`config.mk`:
```
export PLATFORM = sky130hd
export DESIGN_NAME = sseg_banner_scroller
export DESIGN_NICKNAME = d
export VERILOG_FILES = /design/src/rtl/sseg_banner_pkg.sv /design/src/rtl/sseg_banner_scroller_tick_gen.sv /design/src/rtl/sseg_banner_scroller.sv
export SDC_FILE = /design/constraint.sdc
export NUM_CORES = 1
export LEC_CHECK = 0
export CELL_PAD_IN_SITES_DETAIL_PLACEMENT = 0
export CELL_PAD_IN_SITES_GLOBAL_PLACEMENT = 1
export CORE_AREA = 2 2 139 141
export CTS_CLUSTER_DIAMETER = 60
export DETAILED_ROUTE_END_ITERATION = 8
export DIE_AREA = 0 0 141 143
export MAX_ROUTING_LAYER = met4
export PLACE_DENSITY_LB_ADDON = 0.1
export SYNTH_ARGS = -nofsm -noshare
export SYNTH_HDL_FRONTEND = slang
export SYNTH_SLANG_ARGS = --single-unit
```
`constraint.sdc`:
```
create_clock -name i_clk -period 3.98 [get_ports i_clk]
set_input_delay 0.398 -clock i_clk [delete_from_list [all_inputs] [get_ports i_clk]]
set_output_delay 0.398 -clock i_clk [all_outputs]
set_load 0.02 [all_outputs]
```
`src/rtl/sseg_banner_pkg.sv`:
```
// Shared types and helpers for the seven-segment banner scroller.
// Mode encoding, blank glyph and modulo position wrap.
package sseg_banner_pkg;

    typedef enum logic [1:0] {
        BM_WRAP   = 2'd0,
        BM_BOUNCE = 2'd1,
        BM_STEP   = 2'd2,
        BM_HOLD   = 2'd3
    } banner_mode_e;

    localparam logic [7:0] SEG_BLANK = 8'hFF;

    // p is at most 2n-2 at every call site, so one subtraction suffices
    function automatic int pos_wrap(input int p, input int n);
        return (p >= n) ? p - n : p;
    endfunction

endpackage

```
`src/rtl/sseg_banner_scroller_tick_gen.sv`:
```
// Scroll prescaler: counts 0..TICK_PER-1, flags terminal count.
// Used as a clock enable only; i_clr restarts the count.
module tick_gen #(
    parameter int TICK_PER = 20000000
) (
    input  logic i_clk,
    input  logic i_rst_n,
    input  logic i_clr,
    output logic o_tick
);

    localparam int CW = (TICK_PER > 2) ? $clog2(TICK_PER) : 1;

    logic [CW-1:0] cnt_q, cnt_d;

    assign o_tick = (cnt_q == CW'(TICK_PER - 1));

    always_comb begin
        cnt_d = cnt_q + CW'(1);
        if (i_clr || o_tick) begin
            cnt_d = '0;
        end
    end

    always_ff @(posedge i_clk or negedge i_rst_n) begin
        if (!i_rst_n) begin
            cnt_q <= '0;
        end else begin
            cnt_q <= cnt_d;
        end
    end

endmodule

```
`src/rtl/sseg_banner_scroller.sv`:
```
// Scrolling window over an active-low segment message (wrap/bounce/step/hold).
// Optional blink blanking when SSEG_BANNER_BLINK_EN is defined.
module sseg_banner_scroller
    import sseg_banner_pkg::*;
#(
    parameter int MSG_LEN   = 10,
    parameter int WIN_LEN   = 4,
    parameter int TICK_PER  = 20000000,
    parameter int START_POS = MSG_LEN - WIN_LEN
) (
    input  logic                          i_clk,
    input  logic                          i_rst_n,
    input  logic                          i_en,
    input  logic                          i_dir,
    input  logic [1:0]                    i_mode,
    input  logic                          i_step,
    input  logic                          i_load,
    input  logic [MSG_LEN-1:0][7:0]       i_data_n,
`ifdef SSEG_BANNER_BLINK_EN
    input  logic                          i_blink,
`endif
    output logic [WIN_LEN-1:0][7:0]       o_map_n,
    output logic [$clog2(MSG_LEN)-1:0]    o_pos,
    output logic                          o_tick
);

    localparam int PW   = $clog2(MSG_LEN);
    localparam int MAXB = MSG_LEN - WIN_LEN;

    localparam logic [PW-1:0] START_P = PW'(START_POS);
    localparam logic [PW-1:0] MAXB_P  = PW'(MAXB);

    logic [PW-1:0]            pos_q, pos_d;
    logic                     bdir_q, bdir_d;
    banner_mode_e             mode_q, mode;
    logic [WIN_LEN-1:0][7:0]  map_q, map_d;
    logic                     tick;
    logic                     move;
    logic                     b_entry;
    logic                     b_dir;

    function automatic logic [PW-1:0] nxt(input logic [PW-1:0] p,
                                          input logic up);
        int n;
        n = int'(p) + (up ? 1 : MSG_LEN - 1);
        return PW'(pos_wrap(n, MSG_LEN));
    endfunction

    tick_gen #(
        .TICK_PER (TICK_PER)
    ) u_tick (
        .i_clk   (i_clk),
        .i_rst_n (i_rst_n),
        .i_clr   (i_load),
        .o_tick  (tick)
    );

    assign mode    = banner_mode_e'(i_mode);
    assign move    = tick & i_en;
    assign b_entry = (mode == BM_BOUNCE) && (mode_q != BM_BOUNCE);
    // a fresh bounce run follows i_dir even on its very first tick
    assign b_dir   = b_entry ? i_dir : bdir_q;

    always_comb begin
        pos_d  = pos_q;
        bdir_d = bdir_q;
        if (i_load) begin
            pos_d  = START_P;
            bdir_d = i_dir;
        end else begin
            unique case (mode)
                BM_WRAP: begin
                    if (move) pos_d = nxt(pos_q, i_dir);
                end
                BM_BOUNCE: begin
                    bdir_d = b_dir;
                    if (move) begin
                        if (MAXB_P == '0 && pos_q == '0) begin
                            pos_d = pos_q;
                        end else if (pos_q == MAXB_P && b_dir) begin
                            bdir_d = 1'b0;
                            pos_d  = pos_q - PW'(1);
                        end else if (pos_q == '0 && !b_dir) begin
                            bdir_d = 1'b1;
                            pos_d  = pos_q + PW'(1);
                        end else if (pos_q > MAXB_P) begin
                            pos_d = pos_q - PW'(1);
                        end else if (b_dir) begin
                            pos_d = pos_q + PW'(1);
                        end else begin
                            pos_d = pos_q - PW'(1);
                        end
                    end
                end
                BM_STEP: begin
                    if (i_step) pos_d = nxt(pos_q, i_dir);
                end
                BM_HOLD: begin
                    pos_d = pos_q;
                end
                default: begin
                    pos_d = pos_q;
                end
            endcase
        end
    end

`ifdef SSEG_BANNER_BLINK_EN
    logic phase_q;

    always_ff @(posedge i_clk or negedge i_rst_n) begin
        if (!i_rst_n) begin
            phase_q <= 1'b0;
        end else if (tick) begin
            phase_q <= ~phase_q;
        end
    end
`endif

    always_comb begin
        map_d = '0;
        for (int k = 0; k < WIN_LEN; k++) begin
            map_d[k] = i_data_n[PW'(pos_wrap(int'(pos_q) + k, MSG_LEN))];
        end
`ifdef SSEG_BANNER_BLINK_EN
        if (i_blink && phase_q) begin
            map_d = {WIN_LEN{SEG_BLANK}};
        end
`endif
    end

    always_ff @(posedge i_clk or negedge i_rst_n) begin
        if (!i_rst_n) begin
            pos_q  <= START_P;
            bdir_q <= 1'b1;
            mode_q <= BM_WRAP;
            map_q  <= {WIN_LEN{SEG_BLANK}};
        end else begin
            pos_q  <= pos_d;
            bdir_q <= bdir_d;
            mode_q <= mode;
            map_q  <= map_d;
        end
    end

    assign o_map_n = map_q;
    assign o_pos   = pos_q;
    assign o_tick  = tick;

endmodule

```
==> results of run 1 <==
logic make-up after synthesis:
family	after synthesis
mux	75
compound gates	228
xor+xnor	30
fa+ha+maj	16
flops	64
simple gates	263
buf+inv	76
flip-flops by register name (all words and copies together), names as in the netlist:
| register | cells |
|---|---|
| bdir_q | 1 |
| mode_q | 2 |
| o_map_n | 32 |
| o_pos | 4 |
| u_tick.cnt_q | 25 |
through the flow:
step	setup slack [ps]	cells	instance area [sq um]	hold slack (ps)
4_1_cts	374	1101	8560	2.16
3_5_place_dp	406	1085	8260	377
6_report	383	1101	8560	-2.92
2_1_floorplan	21.3	752	6770	102
5_1_grt	134	1101	8560	33.1
3_3_place_gp	516	1085	8260	368
Yosys cell counts, drive strengths merged (10+ instances only):
cell | n | share of area [%]
clkbuf | 26 | 1.4
and3 | 44 | 4.1
a31oi | 26 | 2.6
o21ai | 78 | 6.0
a21boi | 22 | 2.4
mux4 | 38 | 13
xor2 | 16 | 2.2
a21oi | 19 | 1.6
nor2 | 45 | 2.5
ha | 16 | 3.0
xnor2 | 14 | 2.6
dfrtp | 29 | 11
o21a | 10 | 1.1
nor3 | 10 | 0.91
dfstp | 35 | 14
inv | 26 | 1.4
nand2 | 63 | 3.7
mux2i | 31 | 4.6
buf | 23 | 2.1
nand3 | 33 | 2.4
final timing paths:
path	cells after the start	endpoint	slack [ps]	startpoint
worst max-delay path	11	o_map_n[27]	380	o_pos[1]
worst min-delay path	1	u_tick.cnt_q[0]	-3	i_rst_n
worst max register to register	11	o_map_n[27]	380	o_pos[1]
worst min register to register	1	u_tick.cnt_q[0]	530	u_tick.cnt_q[0]
max in group asynchronous	2	u_tick.cnt_q[7]	3000	i_rst_n
min in group i_clk	1	u_tick.cnt_q[0]	530	u_tick.cnt_q[0]
critical path, stage by stage (launching register included):
cell and delay [ps]:
dfstp_2 570, inv_1 170, ha_1 310, xnor2_2 200, inv_2 170, ha_1 390, inv_1 180, a211oi_4 460
o21ai_4 180, nand2_4 140, mux4_2 330, a2111o_1 420
metal layers:
metal  vias to the layer above  global-route usage (%)
met5                         -                       -
met4                         0                    6.58
met3                        30                    5.03
met2                       299                    38.1
met1                      3318                    38.6
li1                       3092                       -
layout make-up:
type	instances	area (sq um)	share of cell area [%]
multi-input cells	612	4800	56.1
flip-flops and latches	64	1650	19.3
repair buffers	148	1420	16.5
well taps	234	293	3.42
clock buffers	12	246	2.88
inverters	27	101	1.18
clock inverters	4	55.1	0.643
power by group:
part           switching, mW  internal [mW]  leakage (nW)
Sequential            0.0599          0.840         0.763
Clock                  0.327          0.505         0.143
Combinational          0.885          0.694          2.48
==> metrics.txt, run 1 <==
outcome=complete, but fails checks; failing checks=hold timing; vias=6739; post-synthesis sequential area ratio=24.3%; Synth cell types=87; Post-Synth XOR/XNOR Area=4.77%; Rows=50; Max Used Layer=met4; FMAX=278 MHz; Post-synth EDFFs=0; Max clock buf depth=2; vias in the first global route=6577; static leakage power=3.38 nW; routability cong.=0.933; Post-Syn Instances=752; DRC violations left=0; CTS tree=yes; WS Path Type=flip-flop to flip-flop; Synth Net Count=856; synth warn=0; area fraction in compound gates after synthesis=23.5%; max_cap viols=0; Slew Viols, Final=0; Die Wd=141 um; DP HPWL=20200 um; length of routed met3 wiring=2130 um; Antenna diodes=0; initial antenna violation count=1; die area=20200 sq um; Post-synth ARST share=100%; Boundary Pins=125; overflow left after global routing=0; skew final=11.9 ps; share of cells above drive strength 1=18.7%; largest net degree at the start of global routing=46; Synth Flop Type=dfstp_2; Tmin final=3600 ps; M1 wire length=12400 um; CP max FO=11; First-pass DRT Iterations=5; simple-gate portion of the synthesized area=21.2%; CTS Buf Count=9; post-synthesis mux area share=18.3%; GRT Total Usage=26.6%; ANT nets after route=0; VDD IR-drop max=0.165 mV; most common cell after layout, fill and taps aside=clkdlybuf4s50_1; actual slew at the worst max-slew pin=1130 ps; initial drt markers=583; max_slew headroom=24.6%; Clock transition at path regs=70 ps; Hold Path Class=input pin to asynchronous set/reset pin; PortBufs=124; clock root buffer=clkbuf_16; setup_tns=0 ps; first-pass GRT wire length=39700 um; post-synthesis adder-cell area fraction=2.96%; Pwr Total=3.31 mW; routed wire length on met2=11200 um; initial core utilization=36.5%; PD cells=387 nW/um^2; main combinational cell family by area after synthesis=compound AO/OA/AOI/OAI gates; hold_buf cts=0; routed vias/inst=6.12; synthesized flop and latch total=64; Synth Area per Inst=9.01 sq um; # H-tree levels=3; Final Core Density=46.1%; Worst setup SP type=flip-flop; clock sink total=64; Final Hold Fails=8; Area Growth Syn to Fin=26.4%; # fillers=1785; worst skew pair latency=350 ps; core area=18600 sq um; worst path required time=4260 ps; final setup fails=0; RSZ-0062 raised after global routing=no; Worst Setup End Kind=flip-flop; WL per Instance=23.7 um; CP arrival=3870 ps; most frequent cells in the layout=123 x clkdlybuf4s50_1, 72 x o21ai_0, 60 x nand2_1; Tcrit/Tclk final=90.4%; Nets=966; setup bufs post-CTS=0; Fin Hold WS=-2.92 ps; die span in y=143 um; final WL=26100 um; Resize count post-CTS=0; Mapped Area=6770 sq um
Power figures use the tool's default switching activity.
==> inputs of run 2 (changes only) <==
--- a/config.mk
+++ b/config.mk
@@ -5,12 +5,12 @@
 export SDC_FILE = /design/constraint.sdc
 export NUM_CORES = 1
 export LEC_CHECK = 0
-export CELL_PAD_IN_SITES_DETAIL_PLACEMENT = 0
-export CELL_PAD_IN_SITES_GLOBAL_PLACEMENT = 1
-export CORE_AREA = 2 2 139 141
+export CELL_PAD_IN_SITES_DETAIL_PLACEMENT = 2
+export CELL_PAD_IN_SITES_GLOBAL_PLACEMENT = 2
+export CORE_AREA = 2 2 154 156
 export CTS_CLUSTER_DIAMETER = 60
 export DETAILED_ROUTE_END_ITERATION = 8
-export DIE_AREA = 0 0 141 143
+export DIE_AREA = 0 0 156 158
 export MAX_ROUTING_LAYER = met4
 export PLACE_DENSITY_LB_ADDON = 0.1
 export SYNTH_ARGS = -nofsm -noshare
==> metrics.txt, run 2 (synthesized netlist as in run 1, its figures left out) <==
WL per Instance=26.6 um; largest net degree at the start of global routing=45; Die Wd=156 um; Tcrit/Tclk final=92.5%; CP max FO=23; die area=24600 sq um; Hold Path Class=input pin to asynchronous set/reset pin; initial drt markers=442; Reg-to-Reg End=o_map_n[11]; actual slew at the worst max-slew pin=972 ps; reg2reg path depth=10; Critical R2R Launch=o_pos[1]; overflow left after global routing=0; CTS tree=yes; most common cell after layout, fill and taps aside=clkdlybuf4s50_1; ANT nets after route=0; max reg flops=32; first-pass GRT wire length=46800 um; core area=23100 sq um; setup_tns=0 ps; Worst setup SP type=flip-flop; static leakage power=3.40 nW; Worst Setup End Kind=flip-flop; Resize count post-CTS=0; FMAX=272 MHz; vias=6961; initial core utilization=29.4%; r2r setup slk=300 ps; Rows=56; DP HPWL=24500 um; First-pass DRT Iterations=4; worst skew pair latency=350 ps; PD cells=387 nW/um^2; max_slew headroom=35.2%; Nets=970; Slew Viols, Final=0; max_cap viols=0; Clock transition at path regs=70 ps; share of cells above drive strength 1=19.3%; Boundary Pins=125; Tmin final=3680 ps; CP arrival=3960 ps; Antenna diodes=0; worst path required time=4250 ps; RSZ-0062 raised after global routing=no; VDD IR-drop max=0.189 mV; outcome=complete, no violations; setup bufs post-CTS=0; final setup fails=0; skew final=11.8 ps; routed vias/inst=6.00; vias in the first global route=7367; GRT Total Usage=26.0%; final WL=30900 um; DRC violations left=0; routability cong.=0.896; clock root buffer=clkbuf_16; initial antenna violation count=1; Final Hold Fails=0; clock sink total=64; Final Core Density=37.5%; # H-tree levels=3; Max clock buf depth=2; most frequent cells in the layout=123 x clkdlybuf4s50_1, 72 x o21ai_0, 60 x nand2_1; WS Path Type=flip-flop to flip-flop; PortBufs=124; die span in y=158 um; CTS Buf Count=9; hold_buf cts=0; Area Growth Syn to Fin=27.7%
run 2: changes by cell type in the layout (fill, tap and decap cells not counted), sizes merged:
| cell | delta |
|---|---|
| buf | +4 |
| bufinv | -1 |
| clkbuf | -1 |
| inv | +2 |
run 2: layout make-up:
type                       count  area [sq um]
fill                        2537         14400
multi-input combinational    612          4800
sequential                    64          1650
timing repair buffer         152          1450
tap                          290           363
clock buffer                  11           253
inverter                      27           101
clock inverter                 5          38.8
run 2: stage by stage:
stage | setup slack [ps] | cell area (sq um) | instances | hold slack [ps] | power (mW)
3_5_place_dp | 324 | 8360 | 1145 | 517 | 2.54
6_report | 298 | 8650 | 1161 | 209 | 3.35
3_3_place_gp | 505 | 8360 | 1145 | 498 | 2.50
2_1_floorplan | 21.3 | 6770 | 752 | 102 | 1.83
5_1_grt | 42.5 | 8650 | 1161 | 282 | 3.52
4_1_cts | 309 | 8650 | 1161 | 248 | 3.37
run 2: routing by layer:
metal	vias to the layer above	track usage [%]	part of all wire, %
li1	3090	-	-
met1	3608	37.0	47
met4	0	5.64	1.1
met3	31	3.26	6.1
met5	-	-	0
met2	232	39.6	45
run 2: critical path, cell delays in order (launching register included):
cell and delay (ps):
dfstp_2 700, ha_1 460, xor2_2 190, inv_1 160, ha_1 240, inv_1 140
a221oi_1 100, or4_4 670, and2_4 270, mux4_1 240, a2111o_1 430
run 2: how the worst max path moves through the flow:
stage / start / to / slack, ps / cells past startpoint
after floorplan: o_pos[0] / o_map_n[11] / 20 / 13
after detailed placement: o_pos[1] / o_map_n[11] / 320 / 10
after global routing: o_pos[1] / o_map_n[11] / 40 / 10
final: o_pos[1] / o_map_n[11] / 300 / 10
after global placement: o_pos[1] / o_map_n[11] / 510 / 10
after CTS: o_pos[1] / o_map_n[11] / 310 / 10
run 2: power breakdown:
part,switching [mW],internal (mW),leakage (nW)
registers,0.0562,0.840,0.763
clock network,0.344,0.461,0.143
logic,0.946,0.700,2.50
total,1.35,2.00,3.40
